$ cat config.mk
export PLATFORM = sky130hd
export DESIGN_NAME = pipelined_add_sub_flat
export DESIGN_NICKNAME = d
export VERILOG_FILES = /design/src/rtl/pipelined_add_sub_pkg.sv /design/src/rtl/pipelined_add_sub_if.sv /design/src/rtl/add_slice_st.sv /design/src/rtl/full_adder_bh.sv /design/src/rtl/pipelined_add_sub.sv /design/src/flat_wrapper.sv
export SDC_FILE = /design/constraint.sdc
export NUM_CORES = 1
export LEC_CHECK = 0
export ABC_AREA = 0
export BUFFER_PORTS_ARGS = -buffer_cell sky130_fd_sc_hd__buf_2
export CORE_MARGIN = 2
export CORE_UTILIZATION = 45
export DETAILED_ROUTE_END_ITERATION = 10
export PLACE_DENSITY = 0.76
export SLEW_MARGIN = 10
export SYNTH_ARGS = -nofsm -noshare
export SYNTH_HDL_FRONTEND = slang
export SYNTH_SLANG_ARGS = --single-unit
$ cat constraint.sdc
create_clock -name clk -period 10.51 [get_ports clk]
set_clock_uncertainty 0.05 [all_clocks]
set_input_delay 2.102 -clock clk [delete_from_list [all_inputs] [get_ports clk]]
set_output_delay 2.102 -clock clk [all_outputs]
set_load 0.02 [all_outputs]
$ cat src/rtl/pipelined_add_sub_pkg.sv
// rtl/pipelined_add_sub_pkg.sv - shared parameter helpers for pipelined_add_sub
// Purpose: legality check and slice-width derivation for WIDTH/STAGES.
// Ports:   none (package).
package pipelined_add_sub_pkg;

   // WIDTH must split into STAGES equal, non-empty slices of at least one bit.
   function automatic bit params_legal(input int width, input int stages);
      return (width >= 2) && (stages >= 1) && (stages <= width) && ((width % stages) == 0);
   endfunction

   // Bits handled by each pipeline slice.
   function automatic int chunk_width(input int width, input int stages);
      return (stages >= 1) ? (width / stages) : width;
   endfunction

endpackage

$ cat src/rtl/pipelined_add_sub_if.sv
// rtl/pipelined_add_sub_if.sv - operand/result handshake bundle for pipelined_add_sub
// Purpose: groups the upstream operand channel and downstream result channel.
// Signals: in_valid/in_ready/a/b/cin/sub (operands), out_valid/out_ready/s/cout/ovf (result).
// Modports: slave = adder side, master = traffic source/sink side.
interface pipelined_add_sub_if #(
   parameter int WIDTH = 16
);
   logic             in_valid;
   logic             in_ready;
   logic [WIDTH-1:0] a;
   logic [WIDTH-1:0] b;
   logic             cin;
   logic             sub;
   logic             out_valid;
   logic             out_ready;
   logic [WIDTH-1:0] s;
   logic             cout;
   logic             ovf;

   modport slave (
      input  in_valid, a, b, cin, sub, out_ready,
      output in_ready, out_valid, s, cout, ovf
   );

   modport master (
      output in_valid, a, b, cin, sub, out_ready,
      input  in_ready, out_valid, s, cout, ovf
   );
endinterface

$ cat src/rtl/add_slice_st.sv
// rtl/add_slice_st.sv - structural W-bit ripple-carry slice
// Purpose: one pipeline slice of the carry chain built from full_adder_bh cells.
// Ports: a_i, b_i (W-bit operands), cin_i carry-in;
//        s_o W-bit sum, cout_o carry out of the slice MSB, cmsb_o carry into the slice MSB.
module add_slice_st #(
   parameter int W = 4
) (
   input  logic [W-1:0] a_i,
   input  logic [W-1:0] b_i,
   input  logic         cin_i,
   output logic [W-1:0] s_o,
   output logic         cout_o,
   output logic         cmsb_o
);
   logic [W:0] c;

   assign c[0] = cin_i;

   for (genvar k = 0; k < W; k++) begin : g_bit
      full_adder_bh u_fa (
         .a_i  (a_i[k]),
         .b_i  (b_i[k]),
         .ci_i (c[k]),
         .s_o  (s_o[k]),
         .co_o (c[k+1])
      );
   end

   assign cout_o = c[W];
   assign cmsb_o = c[W-1];
endmodule

$ cat src/rtl/full_adder_bh.sv
// rtl/full_adder_bh.sv - behavioural one-bit full adder cell
// Purpose: single carry-chain cell used by add_slice_st.
// Ports: a_i, b_i, ci_i (inputs); s_o sum, co_o carry-out.
module full_adder_bh (
   input  logic a_i,
   input  logic b_i,
   input  logic ci_i,
   output logic s_o,
   output logic co_o
);
   assign s_o  = a_i ^ b_i ^ ci_i;
   assign co_o = (a_i & b_i) | (ci_i & (a_i ^ b_i));
endmodule

$ cat src/rtl/pipelined_add_sub.sv
// rtl/pipelined_add_sub.sv - pipelined WIDTH-bit adder/subtractor with valid/ready flow control
// Purpose: splits the carry chain into STAGES slices with a register after each slice,
//          giving one result per clock with back-pressure, borrow and signed overflow.
// Ports: clk, rst (async, active-high);
//        bus (pipelined_add_sub_if.slave): operands a/b/cin/sub with in_valid/in_ready,
//        results s/cout/ovf with out_valid/out_ready.
module pipelined_add_sub
   import pipelined_add_sub_pkg::*;
#(
   parameter int WIDTH  = 16,
   parameter int STAGES = 4
) (
   input  logic               clk,
   input  logic               rst,
   pipelined_add_sub_if.slave bus
);
   localparam int CHUNK = chunk_width(WIDTH, STAGES);

   if (!params_legal(WIDTH, STAGES)) begin : g_bad_params
      $error("pipelined_add_sub: WIDTH must be >= 2 and a multiple of STAGES, with 1 <= STAGES <= WIDTH");
   end

   // Per-stage state. opa/opb carry the operands still to be consumed (b already
   // conditionally inverted), sum holds the finished low bits, carry is the slice
   // carry-out, cmsb the carry into the slice MSB (meaningful at the last stage).
   logic [STAGES-1:0]            valid_q, valid_d;
   logic [STAGES-1:0][WIDTH-1:0] opa_q, opa_d;
   logic [STAGES-1:0][WIDTH-1:0] opb_q, opb_d;
   logic [STAGES-1:0][WIDTH-1:0] sum_q, sum_d;
   logic [STAGES-1:0]            carry_q, carry_d;
   logic [STAGES-1:0]            cmsb_q, cmsb_d;
   logic [STAGES-1:0]            sub_q, sub_d;

   // What each stage would load: the pipeline input for stage 0, the previous stage otherwise.
   logic [STAGES-1:0][WIDTH-1:0] src_a, src_b, src_s;
   logic [STAGES-1:0]            src_c, src_v, src_sub;

   logic [CHUNK-1:0] sl_a  [STAGES];
   logic [CHUNK-1:0] sl_b  [STAGES];
   logic [CHUNK-1:0] sl_s  [STAGES];
   logic             sl_co [STAGES];
   logic             sl_cm [STAGES];

   logic [STAGES-1:0] adv;

   always_comb begin
      src_a   = '0;
      src_b   = '0;
      src_s   = '0;
      src_c   = '0;
      src_v   = '0;
      src_sub = '0;
      // Subtraction runs as a + ~b + ~cin so the same carry chain yields a - b - cin.
      src_a[0]   = bus.a;
      src_b[0]   = bus.b ^ {WIDTH{bus.sub}};
      src_c[0]   = bus.cin ^ bus.sub;
      src_v[0]   = bus.in_valid;
      src_sub[0] = bus.sub;
      for (int i = 1; i < STAGES; i++) begin
         src_a[i]   = opa_q[i-1];
         src_b[i]   = opb_q[i-1];
         src_s[i]   = sum_q[i-1];
         src_c[i]   = carry_q[i-1];
         src_v[i]   = valid_q[i-1];
         src_sub[i] = sub_q[i-1];
      end
   end

   for (genvar i = 0; i < STAGES; i++) begin : g_slice
      assign sl_a[i] = src_a[i][i*CHUNK +: CHUNK];
      assign sl_b[i] = src_b[i][i*CHUNK +: CHUNK];

      add_slice_st #(.W(CHUNK)) u_slice (
         .a_i    (sl_a[i]),
         .b_i    (sl_b[i]),
         .cin_i  (src_c[i]),
         .s_o    (sl_s[i]),
         .cout_o (sl_co[i]),
         .cmsb_o (sl_cm[i])
      );
   end

   // A stage may take new contents when it is empty or its occupant moves on;
   // this collapses bubbles and lets a full pipeline accept while it drains.
   always_comb begin
      adv = '0;
      adv[STAGES-1] = bus.out_ready | ~valid_q[STAGES-1];
      for (int i = STAGES - 2; i >= 0; i--) begin
         adv[i] = adv[i+1] | ~valid_q[i];
      end
   end

   always_comb begin
      valid_d = valid_q;
      opa_d   = opa_q;
      opb_d   = opb_q;
      sum_d   = sum_q;
      carry_d = carry_q;
      cmsb_d  = cmsb_q;
      sub_d   = sub_q;
      for (int i = 0; i < STAGES; i++) begin
         if (adv[i]) begin
            valid_d[i] = src_v[i];
         end
         // Data only moves with a real transaction so held outputs stay put.
         if (adv[i] && src_v[i]) begin
            opa_d[i]                   = src_a[i];
            opb_d[i]                   = src_b[i];
            sum_d[i]                   = src_s[i];
            sum_d[i][i*CHUNK +: CHUNK] = sl_s[i];
            carry_d[i]                 = sl_co[i];
            cmsb_d[i]                  = sl_cm[i];
            sub_d[i]                   = src_sub[i];
         end
      end
   end

   always_ff @(posedge clk or posedge rst) begin
      if (rst) begin
         valid_q <= '0;
         opa_q   <= '0;
         opb_q   <= '0;
         sum_q   <= '0;
         carry_q <= '0;
         cmsb_q  <= '0;
         sub_q   <= '0;
      end else begin
         valid_q <= valid_d;
         opa_q   <= opa_d;
         opb_q   <= opb_d;
         sum_q   <= sum_d;
         carry_q <= carry_d;
         cmsb_q  <= cmsb_d;
         sub_q   <= sub_d;
      end
   end

   assign bus.in_ready  = adv[0];
   assign bus.out_valid = valid_q[STAGES-1];
   assign bus.s         = sum_q[STAGES-1];
   // Raw carry out is inverted for subtraction so cout reads as borrow.
   assign bus.cout      = carry_q[STAGES-1] ^ sub_q[STAGES-1];
   assign bus.ovf       = cmsb_q[STAGES-1] ^ carry_q[STAGES-1];

   // Last-stage operand copies and non-final MSB carries have no reader.
   logic unused_tail;
   assign unused_tail = ^{opa_q[STAGES-1], opb_q[STAGES-1], cmsb_q};
endmodule
$ cat src/flat_wrapper.sv
// flat-port wrapper written by rule: the top's interface ports become plain ports
module pipelined_add_sub_flat import pipelined_add_sub_pkg::*;
#(
   parameter int WIDTH  = 16,
   parameter int STAGES = 4
)
  (clk, rst, bus_in_valid, bus_a, bus_b, bus_cin, bus_sub, bus_out_ready, bus_in_ready, bus_out_valid, bus_s, bus_cout, bus_ovf);
  pipelined_add_sub_if #(.WIDTH(WIDTH)) bus_i ();
  input  logic clk;
  input  logic rst;
  input wire logic [$bits(bus_i.in_valid)-1:0] bus_in_valid;
  input wire logic [$bits(bus_i.a)-1:0] bus_a;
  input wire logic [$bits(bus_i.b)-1:0] bus_b;
  input wire logic [$bits(bus_i.cin)-1:0] bus_cin;
  input wire logic [$bits(bus_i.sub)-1:0] bus_sub;
  input wire logic [$bits(bus_i.out_ready)-1:0] bus_out_ready;
  output wire logic [$bits(bus_i.in_ready)-1:0] bus_in_ready;
  output wire logic [$bits(bus_i.out_valid)-1:0] bus_out_valid;
  output wire logic [$bits(bus_i.s)-1:0] bus_s;
  output wire logic [$bits(bus_i.cout)-1:0] bus_cout;
  output wire logic [$bits(bus_i.ovf)-1:0] bus_ovf;
  assign bus_i.in_valid = bus_in_valid;
  assign bus_i.a = bus_a;
  assign bus_i.b = bus_b;
  assign bus_i.cin = bus_cin;
  assign bus_i.sub = bus_sub;
  assign bus_i.out_ready = bus_out_ready;
  assign bus_in_ready = bus_i.in_ready;
  assign bus_out_valid = bus_i.out_valid;
  assign bus_s = bus_i.s;
  assign bus_cout = bus_i.cout;
  assign bus_ovf = bus_i.ovf;
  pipelined_add_sub #(.WIDTH(WIDTH), .STAGES(STAGES)) u_core (.clk(clk), .rst(rst), .bus(bus_i));
endmodule
==> impl_metrics.csv, run 1 <==
group,metric,value,unit
floorplan,fp.dieArea,10800,um2
floorplan,ios,58,
cts,postCtsSetupBuffers,0,
logic_synthesis,synthAdderAreaFrac,7.13,%
cells_and_area,final-seq-area,2530,um2
logic_synthesis,synth_area,4490,um2
cts,cts-resized-gates,0,
min_path,hold_path_depth,1,
logic_synthesis,synth_warnings,0,
worst_setup_path,crit_family,"simple AND/OR/NAND/NOR gates",
logic_synthesis,syn_inst,295,
drt,drc,0,
place,dp.cells,476,
logic_synthesis,synth_compound_area_share,1.50,%
sta,finalMaxSlewViolations,0,
cells_and_area,multi_input_comb_area,1720,um2
cells_and_area,diodes,0,
drt,drt_wl_total,6.78,mm
worst_setup_path,reg2reg_depth,9,
cts,root_buffer,"clkbuf_8",
worst_setup_path,startpoint_type,"primary input",
place,place_congestion,0.740,
cells_and_area,fill_cells,861,
worst_setup_path,crit_slowest_cell,"nand2b_1",
cells_and_area,area_growth,12.3,%
drt,via_per_inst,4.61,
sta,fin_ws,5430,ps
floorplan,rows,36,
min_path,hold_path.class,"reg -> reg",
power,total_power,1.24,mW
drt,drtIter0Drc,111,
cts,cts_tree,"built",
power,power_density,246,nW/um2
drt,vias,2267,
sta,hold_viol,0,
sta,finalSetupViolCount,0,
sta,timing.final.crit_share,48.3,%
worst_setup_path,slowest_delay,320,ps
drt,m1WireLength,3.24,mm
drt,wl_met2,3.28,mm
global_route,antenna_found_initial,0,
global_route,grt_max_degree,53,
sta,tightestPinTransition,1130,ps
cts,cts_htree_levels,3,
sta,worst_hold_slack,453,ps
power,irDropWorstVdd,0.0739,mV
cts,ctsHoldBuffers,0,
cells_and_area,final_cells,492,
worst_setup_path,worstPathArrival,2930,ps
worst_setup_path,cp.buffers_inverters,2,
logic_synthesis,synthSimpleGateAreaFrac,0.975,%
cells_and_area,final_core_util,51.8,%
sta,relSlewSlack,24.5,%
drt,top_layer,"met4",
sta,fmax,197,MHz
cells_and_area,stdcell_area,5040,um2
logic_synthesis,synth_top_family_by_area,"multiplexers",
sta,fin_crit,5080,ps
floorplan,die_x,104,um
worst_setup_path,crit_type,"in -> out",
worst_setup_path,cp_cell_sequence,"buf_2 -> nand2b_1 -> nor2_1 -> nand2_1 -> buf_2",
global_route,grt_pass1_vias,2501,
cts,path_clk_slew,90,ps
worst_setup_path,path_max_fanout,10,
cts,clockBufferDepth,2,
place,io_buffers,57,
global_route,track_usage,14.2,%
drt,first_pass_iters,4,
global_route,grt_first_pass_wirelength,12.1,mm
cts,numCtsBuffers,9,
status,status,"completed",
place,place_hpwl,4.82,mm
place,place_ws,5420,ps
cells_and_area,drive_above_1_share,46.5,%
logic_synthesis,syn_area_per_cell,15.2,um2
logic_synthesis,ys_types,24,
logic_synthesis,syn_nets,349,
floorplan,dieHeight,104,um
cells_and_area,nNetsFinal,408,
cts,cts_sinks,101,
cts,clkLatencyLatePin,350,ps
worst_setup_path,crit_path_frequent_cell,"buf_2",
sta,finalSetupTns,0,ps
logic_synthesis,yosys_register_bits,101,
worst_setup_path,cp.depth,5,
power,p_leak,2.39,nW
floorplan,core_area,9730,um2
place,dpl_cell_area,4860,um2
drt,wl_met3,182,um
floorplan,start_util,46.2,%
logic_synthesis,synthXorXnorAreaFrac,3.71,%
logic_synthesis,synthMuxAreaShare,24.9,%
sta,rsz0062_at_grt,"no",
worst_setup_path,end_kind,"primary output",
global_route,gr-total-overflow,0,
worst_setup_path,cp.required,8360,ps
logic_synthesis,yosysSeqAreaShare,56.3,%
drt,post_drt_wl_per_cell,13.8,um
drt,ant_nets,0,
flow_run,cap_violations,0,
path summary, 6_finish.rpt:
kind                            slack, ps               from                to
worst max-delay path                 5430      bus_out_ready      bus_in_ready
worst min-delay path                  450   u_core.src_s[37]  u_core.src_s[53]
worst max register to register       8040  u_core.carry_q[2]  u_core.bus.s[15]
worst min register to register        450   u_core.src_s[37]  u_core.src_s[53]
max in group asynchronous            7560                rst   u_core.bus.s[6]
min in group asynchronous            1770                rst   u_core.bus.s[0]
layout by cell type (no fill, tap or decap), drive strengths merged, types with 3 or more instances in the layout:
master  count
clkinv      3
fa         16
xnor2       6
mux2       84
buf        60
clkbuf     10
inv        36
dfrtp     101
mux2i      11
nand2       4
xor2       13
o21ai       3
cells in the mapped netlist, drive strengths merged:
| master | instances | share of area, % |
|---|---|---|
| nand3b | 1 | 0.17 |
| inv | 35 | 2.9 |
| mux2i | 11 | 2.5 |
| fa | 16 | 7.1 |
| o21ai | 3 | 0.67 |
| xor2 | 13 | 2.5 |
| nor2 | 1 | 0.084 |
| dfrtp | 101 | 56 |
| xnor2 | 6 | 1.2 |
| o21bai | 2 | 0.33 |
| a31oi | 2 | 0.28 |
| buf | 12 | 2.5 |
| nand2 | 4 | 0.45 |
| mux2 | 84 | 22 |
| or2 | 1 | 0.14 |
| a21oi | 2 | 0.22 |
| nand2b | 1 | 0.14 |
area by class of cell:
| type | count | share of cell area [%] |
|---|---|---|
| Clock buffer | 10 | 2.73 |
| Clock inverter | 6 | 0.918 |
| Inverter | 35 | 2.66 |
| Multi-Input combinational cell | 147 | 34.2 |
| Sequential cell | 101 | 50.1 |
| Tap cell | 133 | 3.30 |
| Timing Repair Buffer | 60 | 6.11 |
power breakdown:
group / total [mW] / switching [mW] / internal (mW)
clock network: 0.223 / 0.129 / 0.0938
logic: 0.413 / 0.199 / 0.214
registers: 0.606 / 0.0751 / 0.531
total: 1.24 / 0.403 / 0.838
state kept, by name, indices dropped and copies added, names as in the netlist:
signal	count
u_core.opa_q	24
u_core.valid_q	4
u_core.sub_q	4
u_core.carry_q	4
u_core.src_s	24
u_core.cmsb_q	1
u_core.opb_q	24
u_core.bus.s	16
worst reg2reg max path: stages, from the launching register on:
cell and delay (ps):
dfrtp_1 330, inv_1 60, fa_1 410, inv_1 90
fa_1 180, inv_1 60, fa_1 410, inv_1 110
fa_1 390, mux2_2 260
layer usage:
metal / vias up / GRT usage, %
met5: - / 0
met4: 0 / 5.79
met3: 4 / 2.82
met2: 35 / 22.2
met1: 1134 / 19.5
li1: 1094 / -
cell families after synthesis:
logic type / Yosys count
AO/OA/AOI/OAI: 9
XOR/XNOR: 19
adder cells (fa/ha/maj): 16
buffers and inverters: 47
flip-flops: 101
multiplexers: 95
AND/OR/NAND/NOR: 8
No activity file was read; power rests on OpenSTA's default activity.
==> run 2, diff against run 1 <==
--- a/config.mk
+++ b/config.mk
@@ -5,12 +5,12 @@
 export SDC_FILE = /design/constraint.sdc
 export NUM_CORES = 1
 export LEC_CHECK = 0
-export ABC_AREA = 0
+export ABC_AREA = 1
 export BUFFER_PORTS_ARGS = -buffer_cell sky130_fd_sc_hd__buf_2
 export CORE_MARGIN = 2
 export CORE_UTILIZATION = 45
 export DETAILED_ROUTE_END_ITERATION = 10
-export PLACE_DENSITY = 0.76
+export PLACE_DENSITY = 0.78
 export SLEW_MARGIN = 10
 export SYNTH_ARGS = -nofsm -noshare
 export SYNTH_HDL_FRONTEND = slang
==> constraint.sdc (replaced) <==
create_clock -name clk -period 4.1 [get_ports clk]
set_clock_uncertainty 0.05 [all_clocks]
set_input_delay 0.82 -clock clk [delete_from_list [all_inputs] [get_ports clk]]
set_output_delay 0.82 -clock clk [all_outputs]
set_load 0.02 [all_outputs]
==> impl_metrics.csv, run 2 <==
group,metric,value,unit
status,status,"completed",
cells_and_area,nNetsFinal,585,
cts,path_clk_slew,90,ps
floorplan,ios,58,
logic_synthesis,synth-edff-count,0,
logic_synthesis,synthSimpleGateAreaFrac,26.2,%
floorplan,rows,36,
place,io_buffers,57,
global_route,grt_first_pass_wirelength,15.2,mm
cells_and_area,fill_cells,914,
power,irDropWorstVdd,0.233,mV
cells_and_area,multi_input_comb_area,1760,um2
cts,postCtsSetupBuffers,0,
drt,ant_nets,0,
logic_synthesis,syn_nets,542,
cts,ctsHoldBuffers,0,
worst_setup_path,cp_cell_sequence,"nand4_4 -> buf_4 -> buf_2",
sta,rsz0062_at_grt,"no",
global_route,grt_util_met2,26.7,%
power,clockPowerShare,19.9,%
sta,finalSetupViolCount,0,
sta,finalMaxSlewViolations,0,
sta,finalSetupTns,0,ps
logic_synthesis,synth_warnings,0,
sta,relSlewSlack,49.0,%
logic_synthesis,synthArstFlopShare,100,%
global_route,gr-total-overflow,0,
logic_synthesis,syn_inst,488,
sta,timing.final.crit_share,66.2,%
worst_setup_path,worstPathArrival,1840,ps
global_route,grt_max_degree,63,
floorplan,fp.dieArea,11100,um2
logic_synthesis,syn_area_per_cell,9.45,um2
logic_synthesis,synth_area,4610,um2
drt,vias,3161,
power,power.switching,1.24,mW
drt,via_per_inst,4.74,
global_route,met1_usage,23.2,%
logic_synthesis,ys_types,21,
logic_synthesis,synthTopCellsByArea,"dfrtp_1 (55%), nand2_1 (15%), nand3_1 (9.1%)",
drt,drc,0,
sta,fmax,369,MHz
worst_setup_path,cp.buffers_inverters,2,
cts,numCtsBuffers,9,
cts,cts_htree_levels,3,
drt,first_pass_iters,5,
cells_and_area,final-seq-area,2530,um2
logic_synthesis,netlist.area_leader.share,54.8,%
logic_synthesis,synth_commonest_cells,"nand2_1 (181), dfrtp_1 (101), nand3_1 (84)",
cts,cts_tree,"built",
logic_synthesis,yosysSeqAreaShare,54.8,%
logic_synthesis,yosys.area.top_type,"dfrtp_1",
worst_setup_path,crit_type,"reg -> out",
worst_setup_path,crit_slowest_cell,"dfrtp_1",
logic_synthesis,synth_compound_area_share,1.41,%
logic_synthesis,synthMuxAreaShare,0,%
cts,root_buffer,"clkbuf_8",
worst_setup_path,slowest_delay,850,ps
place,place_hpwl,5.86,mm
global_route,track_usage,16.9,%
worst_setup_path,end_kind,"primary output",
floorplan,dieHeight,105,um
cts,clockBufferDepth,2,
cells_and_area,diodes,0,
logic_synthesis,synthXorXnorAreaFrac,3.61,%
min_path,hold_path.class,"reg -> reg",
floorplan,start_util,46.8,%
logic_synthesis,synthAdderAreaFrac,6.95,%
cells_and_area,drive_above_1_share,15.9,%
power,p_sw_share,37.5,%
drt,drtIter0Drc,142,
global_route,top_usage_layer,"met2",
logic_synthesis,yosys_register_bits,101,
power,p_int,2.07,mW
place,place_congestion,0.762,
sta,fin_crit,2710,ps
cts,clkLatencyLatePin,360,ps
sta,hold_viol,0,
power,power_density,650,nW/um2
worst_setup_path,startpoint_type,"flop",
flow_run,cap_violations,0,
power,seqPwrFrac,47.4,%
floorplan,core_area,9860,um2
drt,drt_wl_total,8.16,mm
logic_synthesis,synth_top_family_by_area,"simple AND/OR/NAND/NOR gates",
global_route,antenna_found_initial,0,
worst_setup_path,cp.required,3230,ps
power,p_leak,2.76,nW
cells_and_area,area_growth,10.7,%
power,pwr-share-comb,32.7,%
drt,post_drt_wl_per_cell,12.2,um
worst_setup_path,rrSetupSlack,1720,ps
global_route,use_met3,3.34,%
worst_setup_path,path_max_fanout,33,
cts,cts_sinks,101,
cts,cts-resized-gates,0,
cells_and_area,final_cell_mix,"nand2_1 (181), dfrtp_1 (101), nand3_1 (84)",
sta,tightestPinTransition,764,ps
logic_synthesis,synth_ff_type,"dfrtp_1",
cells_and_area,final_common_cell,"nand2_1",
global_route,grt_pass1_vias,3347,
floorplan,die_x,105,um
sta,worst_hold_slack,418,ps
worst_setup_path,crit_family,"flip-flops",
logic_synthesis,synth.most_common_cell,"nand2_1",
-- run 2: metrics by stage --
step	power, mW	worst slack, ps	instance area (um2)	util (%)	cells
floorplan	2.43	583	4610	-	488
global placement	2.63	1070	4900	49.7	653
detailed placement	2.70	1010	4900	49.7	653
CTS	3.36	1360	5100	51.7	667
global route	3.61	1270	5100	51.7	667
finish	3.32	1390	5100	51.7	667
-- run 2: worst paths after layout --
path / start / to / cells past startpoint
max: u_core.valid_q[2] / bus_in_ready / 3
min: u_core.bus.s[9] / u_core.bus.s[9] / 2
max reg2reg: u_core.carry_q[2] / u_core.bus.s[15] / 10
min reg2reg: u_core.bus.s[9] / u_core.bus.s[9] / 2
max in group asynchronous: rst / u_core.carry_q[1] / 3
min in group asynchronous: rst / u_core.opa_q[46] / 2
-- run 2: layout make-up --
class	instances	area share [%]
Clock buffer	10	2.50
Clock inverter	4	1.47
Inverter	32	2.40
Multi-Input combinational cell	325	34.5
Sequential cell	101	49.5
Tap cell	133	3.26
Timing Repair Buffer	62	6.33
-- run 2: logic make-up after synthesis --
group,after synthesis
AO/OA/AOI/OAI,13
XOR/XNOR,19
buffers and inverters,62
adder cells (fa/ha/maj),16
AND/OR/NAND/NOR,277
flip-flops,101
-- run 2: power by group through the flow --
| stage | registers (mW) | logic [mW] | clock network (mW) |
|---|---|---|---|
| floorplan | 1.60 | 0.829 | 0 |
| global placement | 1.58 | 1.05 | 0 |
| detailed placement | 1.59 | 1.11 | 0 |
| CTS | 1.57 | 1.11 | 0.672 |
| global route | 1.62 | 1.28 | 0.704 |
| finish | 1.57 | 1.09 | 0.659 |
-- run 2: per-layer routing --
layer | part of all wire, % | vias to the layer above
met2 | 44 | 74
met3 | 4.4 | 15
met1 | 49 | 1468
li1 | - | 1604
met4 | 1.9 | 0
met5 | 0 | -
-- run 2: tightest hold or removal path: stages, from the launching register on --
cell,delay (ps)
dfrtp_1,350
nand2_1,50
nand2_1,40
==> run 3, diff against run 2 <==
--- a/config.mk
+++ b/config.mk
@@ -10,7 +10,7 @@
 export CORE_MARGIN = 2
 export CORE_UTILIZATION = 45
 export DETAILED_ROUTE_END_ITERATION = 10
-export PLACE_DENSITY = 0.78
+export PLACE_DENSITY = 0.75
 export SLEW_MARGIN = 10
 export SYNTH_ARGS = -nofsm -noshare
 export SYNTH_HDL_FRONTEND = slang
==> constraint.sdc (replaced) <==
create_clock -name clk -period 2.8 [get_ports clk]
set_clock_uncertainty 0.05 [all_clocks]
set_input_delay 0.56 -clock clk [delete_from_list [all_inputs] [get_ports clk]]
set_output_delay 0.56 -clock clk [all_outputs]
set_load 0.02 [all_outputs]
==> impl_metrics.csv, run 3 (same netlist as run 2, synthesis figures left out) <==
group,metric,value,unit
floorplan,core_area,9860,um2
cts,path_clk_slew,90,ps
worst_setup_path,slowest_delay,400,ps
place,io_buffers,57,
cells_and_area,nNetsFinal,587,
cells_and_area,stdcell_area,5170,um2
place,place_ws,31.7,ps
cts,postCtsSetupBuffers,0,
place,place_hpwl,5.54,mm
power,clockPowerShare,20.6,%
worst_setup_path,r2r-end,"u_core.bus.s[15]",
sta,finalMaxSlewViolations,0,
drt,m1WireLength,3.87,mm
cells_and_area,diodes,0,
floorplan,ios,58,
drt,ant_nets,0,
power,p_leak,2.79,nW
worst_setup_path,reg2reg_from,"u_core.carry_q[2]",
power,p_sw_share,36.7,%
power,power_density,950,nW/um2
min_path,hold_path.class,"in -> async",
drt,drt_wl_total,7.82,mm
cells_and_area,final_cells,671,
power,power.switching,1.80,mW
cts,clockBufferDepth,2,
sta,hold_viol,0,
cts,ctsHoldBuffers,0,
drt,first_pass_iters,4,
worst_setup_path,rrSetupSlack,420,ps
drt,wl_met3,411,um
drt,drtIter0Drc,162,
sta,fin_crit,2390,ps
worst_setup_path,worstPathArrival,2590,ps
sta,finalSetupViolCount,0,
place,dp.cells,655,
cells_and_area,drive_above_1_share,17.1,%
global_route,gr-total-overflow,0,
cells_and_area,area_growth,12.0,%
worst_setup_path,cp.required,3000,ps
worst_setup_path,crit_slowest_cell,"fa_1",
status,status,"completed",
worst_setup_path,startpoint_type,"primary input",
sta,fmax,419,MHz
global_route,grt_pass1_vias,3257,
cts,cts_htree_levels,3,
worst_setup_path,cp.buffers_inverters,2,
place,dpl_cell_area,4940,um2
drt,top_layer,"met4",
worst_setup_path,path_max_fanout,3,
sta,finalSetupTns,0,ps
floorplan,fp.dieArea,11100,um2
worst_setup_path,cp_cell_sequence,"buf_2 -> xnor2_2 -> fa_2 -> fa_2 -> fa_1 -> inv_1 -> fa_1 -> nand3_1 -> nand2_1",
sta,timing.final.crit_share,85.3,%
place,place_congestion,0.765,
worst_setup_path,reg2reg_depth,10,
global_route,grt_first_pass_wirelength,14.7,mm
power,pwr-share-comb,33.3,%
cts,numCtsBuffers,9,
cts,cts-resized-gates,0,
power,p_int,3.11,mW
global_route,antenna_found_initial,0,
sta,rsz0062_at_grt,"no",
global_route,grt_max_degree,102,
drt,vias,3196,
sta,fin_ws,413,ps
drt,via_per_inst,4.76,
worst_setup_path,crit_family,"adder cells",
worst_setup_path,crit_type,"in -> reg",
drt,wl_met2,3.49,mm
sta,relSlewSlack,63.6,%
cells_and_area,final_cell_mix,"nand2_1 (181), dfrtp_1 (101), nand3_1 (84)",
global_route,track_usage,16.0,%
drt,post_drt_wl_per_cell,11.6,um
floorplan,dieHeight,105,um
cts,clkLatencyLatePin,350,ps
floorplan,die_x,105,um
cts,cts_tree,"built",
floorplan,rows,36,
worst_setup_path,end_kind,"flop",
floorplan,start_util,46.8,%
cts,cts_sinks,101,
cells_and_area,final_core_util,52.4,%
power,irDropWorstVdd,0.385,mV
sta,tightestPinTransition,543,ps
cts,root_buffer,"clkbuf_8",
power,seqPwrFrac,46.1,%
flow_run,cap_violations,0,
drt,drc,0,
cells_and_area,final_common_cell,"nand2_1",
[run 3: power by group through the flow]
stage | clock, mW | combinational (mW) | sequential [mW]
floorplan | 0 | 1.22 | 2.34
global placement | 0 | 1.61 | 2.26
detailed placement | 0 | 1.66 | 2.29
CTS | 1.04 | 1.67 | 2.26
global route | 1.10 | 1.93 | 2.33
finish | 1.01 | 1.63 | 2.26
[run 3: final cells by class]
cell class / instances / area [um2]
fill: 902 / 4700
sequential: 101 / 2530
multi-input combinational: 325 / 1770
timing repair buffer: 64 / 350
tap: 133 / 166
clock buffer: 12 / 155
inverter: 32 / 124
clock inverter: 4 / 70.1
[run 3: per-stage QoR]
step	power [mW]	hold WS, ps
after floorplan	3.55	392
after global placement	3.87	404
after detailed placement	3.95	403
after CTS	4.97	314
after global routing	5.35	332
final	4.91	271
[run 3: routing by layer]
layer	vias up	GRT usage, %
met5	-	0
met4	0	3.33
met3	6	3.83
met2	79	25.9
met1	1496	22.1
li1	1615	-
[run 3: worst reg2reg max path, cell delays in order, from the launching register on]
cell	delay [ps]
dfrtp_1	350
inv_1	60
fa_1	420
inv_1	90
fa_1	170
inv_1	50
fa_1	440
inv_1	110
fa_1	400
nand3_1	90
nand2_1	50
[run 3: worst max-delay path by stage]
stage,start,endpoint,slack [ps],cells past startpoint
final,bus_sub,u_core.src_s[19],410,9
after global routing,u_core.carry_q[2],u_core.bus.s[15],280,10
after CTS,u_core.carry_q[2],u_core.bus.s[15],390,10
after detailed placement,bus_sub,u_core.src_s[19],30,9
after global placement,bus_sub,u_core.src_s[19],100,9
after floorplan,bus_sub,u_core.src_s[19],2,10
